## src/rtl/ysyx_23060191_mem_arbiter.sv

```systemverilog
// Two-requester (IFU/LSU) round-robin arbiter and sequencer for the single
// data-memory port. One transaction is outstanding at a time. The winning
// request is registered, issued with a valid/ready handshake, and the single
// memory response is returned to the requester that owns the transaction.
module ysyx_23060191_mem_arbiter #(
   parameter int ADDR_WIDTH = 32,
   parameter int DATA_WIDTH = 32
) (
   input  logic                      clk,
   input  logic                      rst,
   // instruction-fetch requester
   input  logic                      ifu_req_valid,
   output logic                      ifu_req_ready,
   input  logic [ADDR_WIDTH-1:0]     ifu_req_addr,
   output logic                      ifu_resp_valid,
   output logic [DATA_WIDTH-1:0]     ifu_resp_data,
   // load/store requester
   input  logic                      lsu_req_valid,
   output logic                      lsu_req_ready,
   input  logic [ADDR_WIDTH-1:0]     lsu_req_addr,
   input  logic                      lsu_req_wen,
   input  logic [DATA_WIDTH-1:0]     lsu_req_wdata,
   input  logic [DATA_WIDTH/8-1:0]   lsu_req_wmask,
   output logic                      lsu_resp_valid,
   output logic [DATA_WIDTH-1:0]     lsu_resp_data,
   // memory port
   output logic                      mem_req_valid,
   input  logic                      mem_req_ready,
   output logic [ADDR_WIDTH-1:0]     mem_req_addr,
   output logic                      mem_req_wen,
   output logic [DATA_WIDTH-1:0]     mem_req_wdata,
   output logic [DATA_WIDTH/8-1:0]   mem_req_wmask,
   input  logic                      mem_resp_valid,
   input  logic [DATA_WIDTH-1:0]     mem_resp_data
);

   localparam int MASK_WIDTH = DATA_WIDTH / 8;

   typedef enum logic [1:0] {
      IDLE  = 2'd0,
      ISSUE = 2'd1,
      WAIT  = 2'd2,
      RESP  = 2'd3
   } state_t;

   state_t                  state_reg,     state_next;
   logic                    last_lsu_reg,  last_lsu_next;
   logic                    owner_lsu_reg, owner_lsu_next;
   logic [ADDR_WIDTH-1:0]   addr_reg,      addr_next;
   logic                    wen_reg,       wen_next;
   logic [DATA_WIDTH-1:0]   wdata_reg,     wdata_next;
   logic [MASK_WIDTH-1:0]   wmask_reg,     wmask_next;
   logic [DATA_WIDTH-1:0]   resp_data_reg, resp_data_next;

   // Round-robin: a lone requester always wins; on a tie the one not
   // granted last time wins (last_lsu resets to 1 so the IFU wins first).
   logic grant_ifu;
   logic grant_lsu;
   assign grant_ifu = ifu_req_valid & (~lsu_req_valid | last_lsu_reg);
   assign grant_lsu = lsu_req_valid & (~ifu_req_valid | ~last_lsu_reg);

   // Registered request fields and the response register drive the ports.
   assign mem_req_addr  = addr_reg;
   assign mem_req_wen   = wen_reg;
   assign mem_req_wdata = wdata_reg;
   assign mem_req_wmask = wmask_reg;
   assign ifu_resp_data = resp_data_reg;
   assign lsu_resp_data = resp_data_reg;

   // State and datapath registers with synchronous reset.
   always_ff @(posedge clk) begin
      if (rst) begin
         state_reg     <= IDLE;
         last_lsu_reg  <= 1'b1;
         owner_lsu_reg <= 1'b0;
         addr_reg      <= '0;
         wen_reg       <= 1'b0;
         wdata_reg     <= '0;
         wmask_reg     <= '0;
         resp_data_reg <= '0;
      end else begin
         state_reg     <= state_next;
         last_lsu_reg  <= last_lsu_next;
         owner_lsu_reg <= owner_lsu_next;
         addr_reg      <= addr_next;
         wen_reg       <= wen_next;
         wdata_reg     <= wdata_next;
         wmask_reg     <= wmask_next;
         resp_data_reg <= resp_data_next;
      end
   end

   // Next-state, capture and handshake outputs; everything defaults to hold/0.
   always_comb begin
      state_next     = state_reg;
      last_lsu_next  = last_lsu_reg;
      owner_lsu_next = owner_lsu_reg;
      addr_next      = addr_reg;
      wen_next       = wen_reg;
      wdata_next     = wdata_reg;
      wmask_next     = wmask_reg;
      resp_data_next = resp_data_reg;
      ifu_req_ready  = 1'b0;
      lsu_req_ready  = 1'b0;
      mem_req_valid  = 1'b0;
      ifu_resp_valid = 1'b0;
      lsu_resp_valid = 1'b0;

      case (state_reg)
         IDLE: begin
            if (grant_ifu) begin
               // Fetches are always plain reads with no data or mask.
               ifu_req_ready  = 1'b1;
               addr_next      = ifu_req_addr;
               wen_next       = 1'b0;
               wdata_next     = '0;
               wmask_next     = '0;
               owner_lsu_next = 1'b0;
               last_lsu_next  = 1'b0;
               state_next     = ISSUE;
            end else if (grant_lsu) begin
               lsu_req_ready  = 1'b1;
               addr_next      = lsu_req_addr;
               wen_next       = lsu_req_wen;
               wdata_next     = lsu_req_wdata;
               wmask_next     = lsu_req_wmask;
               owner_lsu_next = 1'b1;
               last_lsu_next  = 1'b1;
               state_next     = ISSUE;
            end
         end
         ISSUE: begin
            mem_req_valid = 1'b1;
            if (mem_req_ready) begin
               state_next = WAIT;
            end
         end
         WAIT: begin
            // Only here is a memory response meaningful; elsewhere it is dropped.
            if (mem_resp_valid) begin
               resp_data_next = mem_resp_data;
               state_next     = RESP;
            end
         end
         RESP: begin
            ifu_resp_valid = ~owner_lsu_reg;
            lsu_resp_valid = owner_lsu_reg;
            state_next     = IDLE;
         end
         default: begin
            state_next = IDLE;
         end
      endcase
   end

endmodule

```

## config.mk

```make
export PLATFORM = sky130hd
export DESIGN_NAME = ysyx_23060191_mem_arbiter
export DESIGN_NICKNAME = d
export VERILOG_FILES = /design/src/rtl/ysyx_23060191_mem_arbiter.sv
export SDC_FILE = /design/constraint.sdc
export NUM_CORES = 1
export LEC_CHECK = 0
export ABC_AREA = 1
export CORE_ASPECT_RATIO = 0.7
export CORE_MARGIN = 1
export CORE_UTILIZATION = 38
export DETAILED_ROUTE_END_ITERATION = 8
export PLACE_DENSITY_LB_ADDON = 0.3
export SETUP_SLACK_MARGIN = 0.02
export SLEW_MARGIN = 10
export SYNTH_ARGS = -nofsm -noshare
export SYNTH_HDL_FRONTEND = slang
export SYNTH_SLANG_ARGS = --single-unit
```

## constraint.sdc

```tcl
create_clock -name clk -period 1.6 [get_ports clk]
set_input_delay 0.24 -clock clk [delete_from_list [all_inputs] [get_ports clk]]
set_output_delay 0.24 -clock clk [all_outputs]
set_load 0.05 [all_outputs]
```

* Word-level counts from Yosys, hierarchy flattened
Index checks and enable logic that the tools add are counted.
Storage, ports and cells: output and inout bits 138, bits of input ports 139, logic and storage cells 50, flip-flop bits (word level) 105
Cells by class: bitwise gates (word level) 8, equal/unequal tests 6, reductions and logical operators 5, muxes and demuxes 23
Operators by type and width (count):
- 2-to-1 mux 32 bit | 4
- 2-to-1 mux 1 bit | 12
- 2-to-1 mux 2 bit | 4
- 2-to-1 mux 4 bit | 2
- case mux 2 bit (4 select lines) | 1
- == test 2 bit (second input constant) | 2
- != test 2 bit (second input constant) | 2
- NOT 1 bit | 4
- AND reduction 2 bit | 2
- != test 3 bit (second input constant) | 1
- AND reduction 3 bit | 1
- bitwise AND 1 bit | 2
- == test 2 x 1 -> 1 bit (second input constant) | 1
- logical NOT 2 bit | 1
- bitwise OR 1 bit | 2
- nonzero test 2 bit | 1

* Logic depth before layout (Yosys ltp)
word-level depth 6, depth in mapped cells 8, mapped depth without buffers 7

* Least setup slack after synthesis
Ideal clock, no wire load.
path type reg-to-output, start point register state_reg[0], end point output port ifu_req_ready, buffers on the path 1, stages on the path, launching flop included 6, required time 1.360 ns, arrival time 1.285 ns, path slack 0.075 ns, path through dfxtp_1 inv_1 ha_1 nand3_2 buf_2 inv_1
Between the ends: cells in the longest elaborated chain, start to end 2
Ends and longest elaborated chain:
- start: declaration | RTL line 46 | state_t state_reg, state_next;
- start signal: assignment | RTL line 82 | state_reg <= state_next;
- logical NOT 2 bit | RTL line 109 | case (state_reg)
- 2-to-1 mux 1 bit | RTL line 109
- end: declaration | RTL line 13 | output logic ifu_req_ready,
Every way passes these cells.

* Worst setup path after layout
start point register state_reg[0], end point output port lsu_req_ready
Between the ends: cells in the longest elaborated chain, start to end 2
Ends and longest elaborated chain:
- logical NOT 2 bit | RTL line 109
- 2-to-1 mux 1 bit | RTL line 109
- end: declaration | RTL line 19 | output logic lsu_req_ready,
Every way passes these cells.

==> PnR_summary.wiki <==
{| class="wikitable"
! Metric !! Value
|-
| Proportion of total power due to net switching || 47.8%
|-
| Worst-skew pair later-pin latency || 340 ps
|-
| Number of synthesized flops with an enable pin || 0
|-
| Post-Syn Instances || slightly below 700
|-
| Std-Cell Rows || 33
|-
| Comb power frac || 55.9%
|-
| Combined global-route utilization of all metal layers || about 22%
|-
| GR Overflow Total || 0
|-
| CORE AREA || 11900 um2
|-
| Tightest slew margin relative to the limit || 72.5%
|-
| Largest net degree at the start of global routing || 57
|-
| Avg Cell Area, Syn || 6.85 um2
|-
| Power after layout || 13.0 mW
|-
| TritonCTS clock tree || yes
|-
| Cell taking the most area after synthesis || sky130_fd_sc_hd__dfxtp_1
|-
| Cell type of the slowest stage on the worst timing path || sky130_fd_sc_hd__dfxtp_2
|-
| Area contributors post-synth || sky130_fd_sc_hd__dfxtp_1 (44%), sky130_fd_sc_hd__nand2_1 (11%), sky130_fd_sc_hd__nand3_1 (11%), sky130_fd_sc_hd__nor2_1 (11%), sky130_fd_sc_hd__buf_4 (5.2%)
|-
| Final Max Slew Viols || 0
|-
| Layout Cells excl Fill || 1087
|-
| Final number of hold-violating endpoints || 0
|-
| Number of violations reported at the end of detailed-routing iteration 0 || 224
|-
| Clock skew || around 9.9 ps
|-
| Placed Instance Area || 7230 um2
|-
| First-pass GRT wire length || 22600 um
|-
| Kind of capture point of the worst setup path || output port
|-
| Primary flip-flop cell chosen by synthesis mapping || sky130_fd_sc_hd__dfxtp_1
|-
| Distinct cell type count after synthesis || 17
|-
| Number of top-level design ports || 277
|-
| Depth of the CTS H-tree || 3
|-
| DP Wirelength || 10800 um
|-
| Largest stage delay, worst path || 330 ps
|-
| Number of nets produced by synthesis || 838
|-
| Net switching power || a little over 6 mW
|-
| Via count || 5073
|-
| Post-layout instance area || 7580 um2
|-
| Clock transition at path regs || 80 ps
|-
| Signal arrival time at the worst endpoint || 1280 ps
|-
| Proportion of synthesized chip area in sequential cells || approximately 44%
|-
| Crit Path Category || register to output port
|-
| Last weighted congestion value of the routability-driven placer || 0.768
|-
| Min-delay worst type || primary input to register
|-
| Antenna Violating Nets Remaining || 0
|-
| Synth top cells by count || sky130_fd_sc_hd__nand2_1 (145), sky130_fd_sc_hd__nor2_1 (135), sky130_fd_sc_hd__dfxtp_1 (105), sky130_fd_sc_hd__nand3_1 (104), sky130_fd_sc_hd__inv_1 (45)
|-
| FF-to-FF End || mem_req_wdata[19]$_SDFFE_PP0P_
|-
| Chip Height || between 90 and 100 um
|-
| Netlist area before placement || ~4800 um2
|-
| Wirelength, routed || 14600 um
|-
| Deepest clock path buffer count || 2
|-
| Peak fanout along the critical path || 3
|-
| Overall die area || 13000 um2
|-
| Initial antenna violation count || 0
|-
| Slew at the pin closest to its max-slew limit || a little over 400 ps
|-
| Highest clock frequency the design can meet || 658 MHz
|-
| Flip-flop and latch count after synthesis || between 100 and 150
|-
| Maximum resistive drop on vdd || 1060 uV
|-
| TritonRoute pass-1 iters || 4
|-
| Internal power consumption || between 6 and 7 mW
|-
| FF-to-FF path depth || 8
|-
| Part of the cycle the worst path needs || approximately 95%
|-
| Die boundary width || 136 um
|-
| Cells along the critical path || inv_2, ha_4, nand3_4, inv_6, buf_12
|-
| Crit path required time || ~1400 ps
|-
| Outcome || complete, no violations
|-
| Worst setup path end || lsu_req_ready
|-
| Async set-or-reset flop fraction in the synthesized netlist || 0%
|-
| Clk sink count || 105
|-
| Library cell with the highest instance count after synthesis || sky130_fd_sc_hd__nand2_1
|-
| Fraction of synthesized cell area taken by the top area cell type || ~44%
|-
| Port-buffer cells || between 200 and 300
|-
| Power density over the cells || 1710 nW/um2
|-
| Total of fill cells in the finished design || between 1k and 1.5k
|-
| Final setup TNS || 0 ps
|-
| Number of buffers created by CTS || 9
|-
| Setup crit start kind || register
|-
| Routed via count divided by cell count || 4.67
|-
| Share of power burned in the clock network || about 16%
|-
| Routed WL per cell || between 10 and 15 um
|-
| Setup slack, reg-to-reg || around 220 ps
|-
| Final setup violation count || 0
|-
| Count of yosys warnings during synthesis || 0
|-
| Unrepaired setup endpoints after global routing || yes
|-
| Sequential power share || between 20% and 30%
|-
| Number of cells after detailed placement || 1070
|-
| Worst setup margin || just over 80 ps
|-
| Root Buffer || sky130_fd_sc_hd__clkbuf_16
|-
| DP Worst Slack || -110 ps
|-
| Maximum capacitance violations || 0
|-
| Initial cell density of the core || 39.9%
|-
| Nets || 1068
|-
| Drc violations || 0
|-
| Area growth, synth to finish || 59.3%
|-
| Launch point of the worst reg-to-reg path || state_reg[0]$_SDFFE_PP0P_
|-
| Fraction of layout instances using a drive strength above 1 || a little over 20%
|-
| Crit. Startpoint || state_reg[0]$_SDFFE_PP0P_
|-
| Static leakage || between 3 and 4 nW
|-
| Antenna diodes || 0
|-
| Fin crit period || 1520 ps
|-
| Number of global-route vias before repair || 4517
|-
| Hold_buf cts || 0
|}
## worst min path at each step
stage / startpoint / cells after the start / endpoint / slack, ps
final: lsu_req_wdata[11] / 3 / mem_req_wdata[11]$_SDFFE_PP0P_ / 450
after global routing: lsu_req_wdata[6] / 3 / mem_req_wdata[6]$_SDFFE_PP0P_ / 440
after CTS: lsu_req_wdata[11] / 3 / mem_req_wdata[11]$_SDFFE_PP0P_ / 430
after detailed placement: owner_lsu_reg$_SDFFE_PP0P_ / 2 / owner_lsu_reg$_SDFFE_PP0P_ / 470
after global placement: owner_lsu_reg$_SDFFE_PP0P_ / 2 / owner_lsu_reg$_SDFFE_PP0P_ / 470
after floorplan: lsu_req_wdata[10] / 2 / mem_req_wdata[10]$_SDFFE_PP0P_ / 390
## what timing repair did
item	CTS	global route
resized for setup	8	9
pin swaps	1	3
cloned	0	0
setup endpoints to repair	3	4
setup buffers	0	1
endpoints found under the hold margin	0	0
## logic make-up (layout without fill, tap and decap cells)
family	after synthesis	in the layout	synth area share, %
compound gates	70	70	7.36
fa+ha+maj	4	4	1.05
buf+inv	127	362	13.6
flops	105	105	44.2
simple gates	389	389	33.8
## final cells by class
cell class                      count  area (um2)  area share (%)
Clock buffer                        9         225            2.97
Clock inverter                      7        60.1           0.792
Multi-Input combinational cell    463        2060            27.1
Timing Repair Buffer              299        2760            36.3
Sequential cell                   105        2100            27.8
Tap cell                          157         196            2.59
Inverter                           47         184            2.43
## power by group through the flow
| stage | combinational, mW | clock, mW | sequential, mW |
|---|---|---|---|
| after CTS | 7.24 | 2.19 | 3.58 |
| after global routing | 7.80 | 2.30 | 3.66 |
| after global placement | 7.10 | 0 | 3.61 |
| final | 7.25 | 2.13 | 3.59 |
| after detailed placement | 7.14 | 0 | 3.63 |
| after floorplan | 3.03 | 0 | 5.51 |
## per-stage QoR
stage / utilization [%] / hold slack [ps]
global placement: 60.6 / 466
global route: 63.6 / 437
floorplan: - / 387
CTS: 63.3 / 433
finish: 63.6 / 449
detailed placement: 60.6 / 466
## routing by layer
metal,up-vias,share of wire (%),track usage [%]
met5,-,0,0
li1,2611,-,-
met4,0,0.84,5.81
met1,2283,43,26.9
met2,171,49,38.5
met3,8,7.9,6.70
## placed cells by master, fill, tap and decap left out, drive strengths merged
master / instances
nor2: 135
dlymetal6s2s: 1
dfxtp: 105
o21ai: 32
clkbuf: 9
a21oi: 38
inv: 51
nand3: 106
nand4: 2
buf: 161
nand2: 146
clkdlybuf4s50: 137
clkinv: 3
ha: 4
## worst max-delay path: cells and delay by family (launching register included)
family | cells | cell delay [ps]
simple gates | 1 | 140
fa+ha+maj | 1 | 180
buf+inv | 3 | 290
flops | 1 | 330
No activity file was read; power rests on OpenSTA's default activity.
